<file path="config.mk">
export PLATFORM = sky130hd
export DESIGN_NAME = midi_byte_receiver
export DESIGN_NICKNAME = d
export VERILOG_FILES = /design/src/rtl/midi_byte_receiver.sv
export SDC_FILE = /design/constraint.sdc
export NUM_CORES = 1
export LEC_CHECK = 0
export BUFFER_PORTS_ARGS = -buffer_cell sky130_fd_sc_hd__buf_2
export CORE_MARGIN = 4
export CORE_UTILIZATION = 35
export CTS_BUF_LIST = sky130_fd_sc_hd__clkbuf_2
export DETAILED_ROUTE_END_ITERATION = 7
export REMOVE_ABC_BUFFERS = 1
export SYNTH_ARGS = -nofsm -noshare
export SYNTH_HDL_FRONTEND = slang
export SYNTH_SLANG_ARGS = --single-unit
</file>
<file path="constraint.sdc">
create_clock -name clk -period 1.9 [get_ports clk]
set_clock_uncertainty 0.2 [all_clocks]
set_input_delay 0.285 -clock clk [delete_from_list [all_inputs] [get_ports clk]]
set_output_delay 0.285 -clock clk [all_outputs]
set_load 0.005 [all_outputs]
</file>
<file path="src/rtl/midi_byte_receiver.sv">
// midi_byte_receiver: 8N1 MIDI serial receiver delivering one-cycle byte pulses with status/framing flags
module midi_byte_receiver #(
  parameter int CLKS_PER_BIT = 384
) (
  input  logic       clk,
  input  logic       rst,
  input  logic       midi_in,
  output logic [7:0] rx_data,
  output logic       rx_valid,
  output logic       rx_status,
  output logic       framing_err,
  output logic       busy
);
  localparam int CW = $clog2(CLKS_PER_BIT);
  localparam logic [CW-1:0] HALF_M1 = CW'(CLKS_PER_BIT / 2 - 1);
  localparam logic [CW-1:0] FULL_M1 = CW'(CLKS_PER_BIT - 1);
  typedef enum logic [2:0] {IDLE, START, DATA, STOP, BRK} state_t;
  state_t state, state_n;
  logic [CW-1:0] cnt, cnt_n;
  logic [2:0] idx, idx_n;
  logic [7:0] sh, sh_n;
  logic sync1, sync2, valid_n, ferr_n;
  always_ff @(posedge clk) begin
    if (rst) begin
      sync1       <= 1'b1;
      sync2       <= 1'b1;
      state       <= BRK;
      cnt         <= '0;
      idx         <= '0;
      sh          <= '0;
      rx_data     <= '0;
      rx_status   <= 1'b0;
      rx_valid    <= 1'b0;
      framing_err <= 1'b0;
    end else begin
      sync1       <= midi_in;
      sync2       <= sync1;
      state       <= state_n;
      cnt         <= cnt_n;
      idx         <= idx_n;
      sh          <= sh_n;
      rx_valid    <= valid_n;
      framing_err <= ferr_n;
      if (valid_n) begin
        rx_data   <= sh;
        rx_status <= sh[7];
      end
    end
  end
  always_comb begin
    state_n = state;
    cnt_n   = cnt + 1'b1;
    idx_n   = idx;
    sh_n    = sh;
    valid_n = 1'b0;
    ferr_n  = 1'b0;
    case (state)
      IDLE: begin
        cnt_n = '0;
        state_n = sync2 ? IDLE : START;
      end
      START: if (cnt == HALF_M1) begin
        cnt_n   = '0;
        idx_n   = '0;
        state_n = sync2 ? IDLE : DATA;
      end
      DATA: if (cnt == FULL_M1) begin
        cnt_n   = '0;
        sh_n    = {sync2, sh[7:1]};
        idx_n   = idx + 1'b1;
        state_n = (idx == 3'd7) ? STOP : DATA;
      end
      STOP: if (cnt == FULL_M1) begin
        cnt_n   = '0;
        valid_n = sync2;
        ferr_n  = !sync2;
        state_n = sync2 ? IDLE : BRK;
      end
      BRK: begin
        cnt_n = '0;
        state_n = sync2 ? IDLE : BRK;
      end
      default: state_n = BRK;
    endcase
  end
  assign busy = state != IDLE;
endmodule

</file>
* Yosys cells after proc, flatten, opt, wreduce, memory -nomap -nowiden
Cells that the tools add are included.
** Cells by class
- Bitwise logic cells :: 2
- Equality and inequality tests :: 10
- Add/subtract/negate cells :: 2
- Multiplexer cells :: 16
- Reductions and logical operators :: 10
** Operator list (count)
- case mux 9 bit (3 select lines) :: 1
- 2-to-1 mux 3 bit :: 6
- 2-to-1 mux 9 bit :: 2
- case mux 3 bit (5 select lines) :: 1
- adder 9 x 1 -> 9 bit (second input constant) :: 1
- equality test 9 x 8 -> 1 bit (second input constant) :: 1
- equality test 9 bit (second input constant) :: 1
- equality test 3 x 2 -> 1 bit (second input constant) :: 2
- equality test 3 bit (second input constant) :: 2
- inequality test 2 bit (second input constant) :: 3
- case mux 3 bit (2 select lines) :: 1
- AND reduction 3 bit :: 2
- 2-to-1 mux 1 bit :: 4
- OR reduction 2 bit :: 2
- adder 3 x 1 -> 3 bit (second input constant) :: 1
- equality test 3 x 1 -> 1 bit (second input constant) :: 1
- logical NOT 3 bit :: 1
- nonzero test 3 bit :: 1
- OR reduction 3 bit :: 1
- 2-to-1 mux 2 bit :: 1
- inverter 1 bit :: 2
- AND reduction 2 bit :: 1
- nonzero test 2 bit :: 1
- logical NOT 1 bit :: 1
** Word-level totals
- Output and inout bits :: 12
- Logic and storage cells :: 50
- Bits in registers :: 36
- Bits of input ports :: 3

* Depth between registers and ports, before layout
Gate-level depths: netlist of run 1.
- Depth in word-level cells :: 4
- Depth in mapped cells :: 6
- Depth with buffers taken out :: 4

* Worst setup path after synthesis of run 1
Ideal clock, no wire load.
- Kind :: register to register
- Start :: reg cnt[2]
- End :: reg rx_data[5]
- Path slack :: 0.300 ns
- Library setup time :: 0.128 ns
- Stages on the path, launching flop included :: 7
- Arrival time :: 1.273 ns
- Cells stage by stage :: dfxtp_1 > and4_1 > buf_2 > and4_4 > buf_12 > mux2i_1 > nor2_1
** On the way
- Cells in the longest elaborated chain, start to end :: 3
** RTL lines
- start: declaration :: RTL line 19 : logic [CW-1:0] cnt, cnt_n;
- start signal: assignment :: RTL line 39 : cnt <= cnt_n;
- equality test 9 bit :: RTL line 73 : STOP: if (cnt == FULL_M1) begin
- 2-to-1 mux 1 bit :: RTL line 73
- 2-to-1 mux 1 bit :: RTL line 57 : case (state)
- end signal: assignment :: RTL line 45 : rx_data <= sh;
- end: declaration :: RTL line 8 : output logic [7:0] rx_data,
No other way between the ends.
A chain may end at the register's enable or synchronous reset.

* Worst setup path in the final report of run 1
- Start :: reg cnt[6]
- End :: reg idx[1]
** On the way
- Cells in the longest elaborated chain, start to end :: 3
- Elaborated cells on any way between the ends :: 5
** RTL lines
- equality test 9 bit or equality test 9 x 8 -> 1 bit (tied branches) :: RTL line 67, 62
- inequality test 2 bit (no source line)
- AND reduction 3 bit (no source line) (*)
- end signal: assignment :: RTL line 40 : idx <= idx_n;
- end: declaration :: RTL line 20 : logic [2:0] idx, idx_n;
Every way passes the cells marked *; elsewhere a longest branch is shown, timed or not.

==> results_dict.tcl, run 1 <==
set metrics [dict create \
    dr_wl_met3_um 189 \
    vias_per_cell 4.94 \
    drive_above_1_share_pct 23.0 \
    relSlewSlack_pct 63.1 \
    min_period_ns 1.77 \
    synth_area_leaders "dfxtp_1 (46%), mux2i_1 (13%), nor2_1 (7.6%), xor2_1 (2.9%), ha_1 (2.5%)" \
    yosys.area_share.simple_pct 25.2 \
    outcome "finished clean" \
    p_leak_nw 0.744 \
    wl_met2_um 1230 \
    clk_path_buf_depth 2 \
    setup.worst_path.start_class "flip-flop" \
    timing.hold.ws_ns 0.240 \
    core_area_um2 4120 \
    vias 1107 \
    seq_area_frac_synth_pct 46.1 \
    start_util_pct 37.0 \
    vdd_ir_drop_max_uv 422 \
    drcViolationCount 0 \
    path_class "reg2reg" \
    worstHoldPathType "reg2reg" \
    yosysTopAreaCell "dfxtp_1" \
    synth_top_area_share_pct 46.1 \
    p_seq_share_pct 67.2 \
    die_area_um2 5470 \
    worstMarginPinSlew_ns 0.546 \
    drv_cap 0 \
    hold_viol_final 0 \
    cts_made_buffers 5 \
    netSwitchingPower_mw 0.262 \
    worstPathRequired_ns 2.01 \
    cp_max_fo 7 \
    internal_power_mw 0.848 \
    grt_max_degree 22 \
    grt_overflow 0 \
    clkSlewWorstSetupHoldPaths_ns 0.17 \
    cts_tree "yes" \
    wire_per_inst_um 12.3 \
    muxShareOfSynthArea_pct 13.2 \
    p_per_area_nw_per_um2 650 \
    synth-adder-area-share_pct 2.47 \
    finalSetupViolations 0 \
    end_kind "flip-flop" \
    switching_share_pct 23.6 \
    synth-compound-area-share_pct 3.87 \
    die_w_um 73.9 \
    m1WireLength_um 1280 \
    p_comb_share_pct 2.8 \
    rsz0062_at_grt "false" \
    cts-root-buf "clkbuf_2" \
    syn-cell-area_um2 1520 \
    row_count 23 \
    final_max_slew_viol_count 0 \
    io_pins 15 \
    h-tree-depth 2 \
    final_antenna_net_count 0 \
    die_h_um 73.9 \
    ys_seq_elements 35 \
    drt_first_iter_violations 71 \
    antenna_cells 0 \
    fin_crit_sh_pct 93.2 \
    synth.distinct_cells 38 \
    synth_xor_area_share_pct 4.03 \
    first_global_vias 1086 \
    grt_pass1_wl_um 4800 \
    fmax_mhz 564 \
    routed.top_layer "met4" \
    clkPwrFrac_pct 30.0 \
    fin_nets 179 \
    fin_setup_tns_ns 0 \
    area_delta_synth_final_pct 12.3 \
    yosysWarnings 0 \
    gp_congestion 0.712 \
    cp.arrival_ns 1.89 \
    synthCells 154 \
    syn_area_per_cell_um2 9.88 \
    clock_sinks 35 \
    synth_top_family_by_area "simple AND/OR/NAND/NOR gates" \
    firstDrtPassIters 4 \
    grt_usage_pct 11.6 \
    antenna_found_initial 0 \
    portBuffers 14 \
    clkLatencyLatePin_ns 0.37 \
    drt-total-wl_um 2750 \
    hpwl_um 2010 \
]
## per-layer routing
layer,vias to the layer above,track usage [%]
li1,564,-
met1,507,13.8
met2,29,17.7
met3,7,5.68
met4,0,5.23
met5,-,0
## cell usage in the layout, fill, tap and decap left out, drive strengths merged, types with 3 or more instances in the layout
master,count
dfxtp,35
nor2,31
buf,21
mux2i,20
nand2,6
clkbuf,6
xor2,5
nand4,5
nand2b,4
nand3,4
ha,3
## through the flow
stage	cells	instance area (um^2)	util [%]	setup slack [ns]	total power [mW]
final	224	1710	41.5	0.128	1.11
after CTS	224	1700	41.3	0.00501	1.13
after global placement	214	1630	39.7	0.192	0.789
after floorplan	143	1450	-	0.282	0.771
after global routing	224	1710	41.5	0.00803	1.17
after detailed placement	214	1630	39.7	0.0641	0.789
## timing repair
action                                  CTS  global route
endpoints found under the setup margin    1             4
hold buffers                              2             0
hold endpoints to repair                  2             0
setup buffers                             0             1
resized for setup                         1             2
## cells in the mapped netlist
library cell and instances:
a41o_1 1, buf_6 1, nand4_4 1, and4_4 1, nand3_1 4, nor2b_1 1
a21oi_1 2, and4b_1 2, o21ai_0 2, nand2b_1 4, o2111ai_1 1, ha_1 3
nor4b_2 1, inv_1 2, and2_1 1, or2_2 2, dfxtp_1 35, and3b_1 1
nor4_1 1, o221a_2 1, mux2i_1 20, xor2_1 5, buf_4 1, nand2_1 6
or3_1 1, and3_1 2, buf_2 3, xnor2_1 2, nand4_1 4, clkbuf_1 5
a31o_2 1, nor3_1 1, nor4b_1 1, nor2_1 31, and4_1 1, buf_12 1
and4bb_2 1, nor3b_2 1
## sequential cells by signal (all words and copies together) (netlist names)
| register | flops |
|---|---|
| rx_valid | 1 |
| sync2 | 1 |
| sync1 | 1 |
| sh | 8 |
| idx | 3 |
| framing_err | 1 |
| rx_data | 8 |
| cnt | 9 |
| state | 3 |
## worst paths after layout
kind | start | depth (start not counted) | slack (ns) | endpoint
setup / recovery | cnt[6] | 4 | 0.13 | idx[1]
hold / removal | sync1 | 1 | 0.24 | sync2
hold reg to reg | sync1 | 1 | 0.24 | sync2
setup reg to reg | cnt[6] | 4 | 0.13 | idx[1]
## cells by family after synthesis
| kind of cell | count (synthesis) |
|---|---|
| buf+inv | 13 |
| simple gates | 68 |
| fa+ha+maj | 3 |
| compound gates | 8 |
| mux | 20 |
| flops | 35 |
| xor+xnor | 7 |
## worst max-delay path, stage by stage, from the launching register on
cell and delay (ns):
dfxtp_1 0.52, and4b_1 0.32, mux2i_1 0.09, and4bb_2 0.38, mux2i_1 0.21
## power groups by stage
stage	Clock [mW]	Combinational, mW	Sequential, mW
after floorplan	0	0.0114	0.760
after global placement	0	0.0287	0.760
after detailed placement	0	0.0291	0.760
after CTS	0.351	0.0322	0.745
after global routing	0.392	0.0354	0.747
final	0.333	0.0313	0.746
## area by class of cell
type                    instances  area (um^2)
clock buffers                   6         30.0
clock inverters                 2         12.5
fillers                       417         2410
inverters                       2         7.51
multi-input cells             106          749
flip-flops and latches         35          703
well taps                      50         62.6
repair buffers                 23          143
Note: power is estimated with default switching activity, not from simulation.
==> inputs of run 2 (changes only) <==
Settings changed: PLACE_DENSITY set to 0.49.
==> results_dict.tcl, run 2 (synthesis gave the netlist of run 1 again) <==
set metrics [dict create \
    outcome "finished clean" \
    end_kind "flip-flop" \
    setup.worst_path.start_class "flip-flop" \
    h-tree-depth 2 \
    min_period_ns 1.80 \
    firstDrtPassIters 4 \
    p_total_mw 1.09 \
    worstPathRequired_ns 2.01 \
    hpwl_um 1940 \
    fin_crit_sh_pct 94.6 \
    die_h_um 73.9 \
    path_common_cell "mux2i_1" \
    post_cts_buffers 0 \
    cp.arrival_ns 1.91 \
    grt_max_degree 20 \
    fin_nets 175 \
    drt_first_iter_violations 32 \
    crit_buf_inv 0 \
    fin_setup_tns_ns 0 \
    cpLargestDelayFamily "simple AND/OR/NAND/NOR gates" \
    dp_slack_ns 0.0723 \
    drcViolationCount 0 \
    ff_latch_area_um2 703 \
    finalSetupViolations 0 \
    path_class "reg2reg" \
    drive_above_1_share_pct 20.1 \
    final.setup.worst_slack_ns 0.103 \
    fmax_mhz 556 \
    first_global_vias 1029 \
    portBuffers 14 \
    top_register "cnt" \
    antenna_cells 0 \
    drv_cap 0 \
    clkSlewWorstSetupHoldPaths_ns 0.17 \
    wire_per_inst_um 12.6 \
    grt_overflow 0 \
    p_leak_nw 0.721 \
    post-route-util_pct 40.3 \
    antenna_found_initial 0 \
    cp_slowest_cell "dfxtp_2" \
    row_count 23 \
    top_regs "cnt: 9 flops, rx_data: 8 flops, sh: 8 flops" \
    met2_usage_pct 16.8 \
    vdd_ir_drop_max_uv 245 \
    cp_max_fo 13 \
    io_pins 15 \
    p_per_area_nw_per_um2 654 \
    top_usage_layer "met2" \
    cts-root-buf "clkbuf_2" \
    vias_per_cell 4.98 \
    largest_reg_flops 9 \
    cts_made_buffers 5 \
    relSlewSlack_pct 64.3 \
    cpPeakStageDelay_ns 0.43 \
    die_area_um2 5470 \
    area_delta_synth_final_pct 9.13 \
    worstHoldPathType "reg2reg" \
    final_antenna_net_count 0 \
    fillCellCount 429 \
    clkLatencyLatePin_ns 0.36 \
    grt_pass1_wl_um 4710 \
    grt_usage_pct 11.3 \
    clk_path_buf_depth 2 \
    worstMarginPinSlew_ns 0.528 \
    multi_input_area_um2 741 \
    drt-total-wl_um 2760 \
    layout_commonest_cell "dfxtp_1" \
    grtUsageMet3_pct 3.65 \
    start_util_pct 37.0 \
    gp_congestion 0.815 \
    final_cell_mix "dfxtp_1 (33), nor2_1 (31), mux2i_1 (20)" \
    final_max_slew_viol_count 0 \
    core_area_um2 4120 \
    path_cells "nor4b_2 > mux2i_1 > and4bb_2 > mux2i_1" \
    vias 1091 \
    cts_tree "yes" \
    clock_sinks 35 \
    rsz0062_at_grt "false" \
    die_w_um 73.9 \
    hold_viol_final 0 \
    met1_usage_pct 14.5 \
]
## run 2: through the flow
stage / hold slack, ns / cells / instance area (um^2)
2_1_floorplan: 0.157 / 143 / 1450
5_1_grt: 0.261 / 219 / 1660
6_report: 0.235 / 219 / 1660
4_1_cts: 0.241 / 219 / 1660
3_3_place_gp: 0.196 / 210 / 1600
3_5_place_dp: 0.199 / 210 / 1600
## run 2: worst paths after layout
| check | slack [ns] | end | startpoint | cells after the start |
|---|---|---|---|---|
| setup / recovery | 0.10 | idx[0] | state[1] | 4 |
| hold / removal | 0.24 | sync2 | sync1 | 1 |
| setup reg to reg | 0.10 | idx[0] | state[1] | 4 |
| hold reg to reg | 0.24 | sync2 | sync1 | 1 |
## run 2: where the power goes
group / total, mW / internal, mW / switching [mW]
Sequential: 0.747 / 0.739 / 0.00767
Clock: 0.311 / 0.0779 / 0.233
Combinational: 0.0293 / 0.0142 / 0.0151
## run 2: area by class of cell
cell class / count / share of cell area (%)
multi-input cells: 106 / 44.6
clock inverters: 2 / 0.528
inverters: 2 / 0.452
clock buffers: 5 / 1.51
well taps: 50 / 3.77
flip-flops and latches: 35 / 42.4
repair buffers: 19 / 6.78
## run 2: metal layers
layer	routed length (um)	share of wire (%)
met5	0	0
met4	63	2.3
met3	142	5.1
met2	1190	43
met1	1360	49
## run 2: repair_timing
action,in CTS,in global routing
endpoints found under the setup margin,0,7
gates resized for setup,0,2
hold buffers,2,0
hold endpoints to repair,2,0
==> inputs of run 3 (changes only) <==
Settings changed: BUFFER_PORTS_ARGS -buffer_cell sky130_fd_sc_hd__buf_2 to unset, CELL_PAD_IN_SITES_DETAIL_PLACEMENT set to 1, CELL_PAD_IN_SITES_GLOBAL_PLACEMENT set to 2, DONT_BUFFER_PORTS set to 1, PLACE_DENSITY 0.49 to 0.67.
==> results_dict.tcl, run 3 (synthesis gave the netlist of run 1 again) <==
set metrics [dict create \
    outcome "finished clean" \
    cts-root-buf "clkbuf_2" \
    finalSetupViolations 0 \
    relSlewSlack_pct 41.9 \
    cp.arrival_ns 1.80 \
    die_w_um 73.9 \
    final_cells 211 \
    final_cell_mix "dfxtp_1 (32), nor2_1 (31), mux2i_1 (20)" \
    vdd_ir_drop_max_uv 217 \
    start_util_pct 37.0 \
    drt-total-wl_um 3050 \
    worstRegToRegCells 4 \
    path_class "reg2reg" \
    portBuffers 0 \
    fin_nets 166 \
    clkLatencyLatePin_ns 0.36 \
    drt_first_iter_violations 21 \
    path_cells "and3b_1 > and4_4 > mux2i_1 > nor2_1" \
    dp.cells 199 \
    gp_congestion 0.730 \
    min_period_ns 1.79 \
    drv_cap 0 \
    clkSlewWorstSetupHoldPaths_ns 0.18 \
    antenna_found_initial 0 \
    setup.worst_path.start_class "flip-flop" \
    firstDrtPassIters 4 \
    vias_per_cell 5.11 \
    layout_commonest_cell "dfxtp_1" \
    antenna_cells 0 \
    worstPathRequired_ns 1.92 \
    core_area_um2 4120 \
    grt_pass1_wl_um 5410 \
    fmax_mhz 560 \
    vias 1078 \
    largest_reg_flops 9 \
    hpwl_um 2190 \
    first_global_vias 1158 \
    clk_path_buf_depth 2 \
    rsz0062_at_grt "false" \
    worstMarginPinSlew_ns 0.872 \
    drcViolationCount 0 \
    grt_max_degree 26 \
    drive_above_1_share_pct 16.1 \
    top_register "cnt" \
    die_area_um2 5470 \
    cp_slowest_cell "dfxtp_1" \
    end_kind "flip-flop" \
    final_max_slew_viol_count 0 \
    row_count 23 \
    top_regs "cnt: 9 flops, rx_data: 8 flops, sh: 8 flops" \
    hold_viol_final 0 \
    post_cts_buffers 0 \
    fin_crit_sh_pct 94.0 \
    clock_sinks 35 \
    grt_usage_pct 13.0 \
    cts_made_buffers 5 \
    fin_setup_tns_ns 0 \
    cts_tree "yes" \
    io_pins 15 \
    p_per_area_nw_per_um2 665 \
    worstHoldPathType "reg2reg" \
    whs_path_depth 2 \
    wire_per_inst_um 14.4 \
    die_h_um 73.9 \
    h-tree-depth 2 \
    final_antenna_net_count 0 \
    area_delta_synth_final_pct 8.47 \
    grt_overflow 0 \
    cp_max_fo 9 \
    cpPeakStageDelay_ns 0.47 \
    p_leak_nw 0.681 \
]
-- run 3: cell count changes in the layout (fill, tap and decap cells not counted), sizes merged --
cell,delta
buf,-11
clkbuf,+1
dlymetal6s4s,+1
dlygate4sd3,+1
-- run 3: layout make-up --
class	count	area [um^2]
fillers	489	2460
multi-input cells	106	748
flip-flops and latches	35	707
repair buffers	10	87.6
well taps	50	62.6
clock buffers	6	30.0
clock inverters	2	7.51
inverters	2	7.51
-- run 3: through the flow --
stage               setup WS, ns  cell area (um^2)  hold WS, ns  power [mW]  util [%]
floorplan                  0.282              1450        0.157       0.771         -
global route             0.00247              1650        0.300        1.16      40.1
CTS                      0.00437              1630        0.306        1.12      39.7
finish                     0.115              1650        0.298        1.10      40.1
global placement           0.130              1560        0.160       0.778      37.8
detailed placement         0.112              1560        0.164       0.779      37.8
-- run 3: where the power goes --
group	internal [mW]	leakage, nW	switching (mW)
clock	0.0888	0.0281	0.233
sequential	0.738	0.285	0.00524
combinational	0.0154	0.368	0.0173
-- run 3: worst paths after layout --
kind | slack (ns) | start | endpoint
worst max register to register | 0.11 | cnt[8] | rx_data[3]
worst max-delay path | 0.11 | cnt[8] | rx_data[3]
worst min register to register | 0.30 | idx[1] | idx[1]
worst min-delay path | 0.30 | idx[1] | idx[1]
-- run 3: repair_timing --
item	in CTS	in global routing
resized for setup	0	7
hold endpoints to repair	27	0
endpoints found under the setup margin	0	14
hold buffers	4	0
-- run 3: worst max-delay path: cells and delay by family (launching register included) --
family / cells / cell delay [ns]
DFF: 1 / 0.47
and+or+nand+nor: 3 / 0.77
muxes: 1 / 0.21
-- run 3: routing by layer --
| layer | vias up | wire length (um) | GRT usage [%] |
|---|---|---|---|
| met5 | - | 0 | 0 |
| met4 | 0 | 51 | 4.83 |
| met3 | 6 | 124 | 4.73 |
| met2 | 16 | 1500 | 20.9 |
| met1 | 517 | 1370 | 16.0 |
| li1 | 539 | - | - |
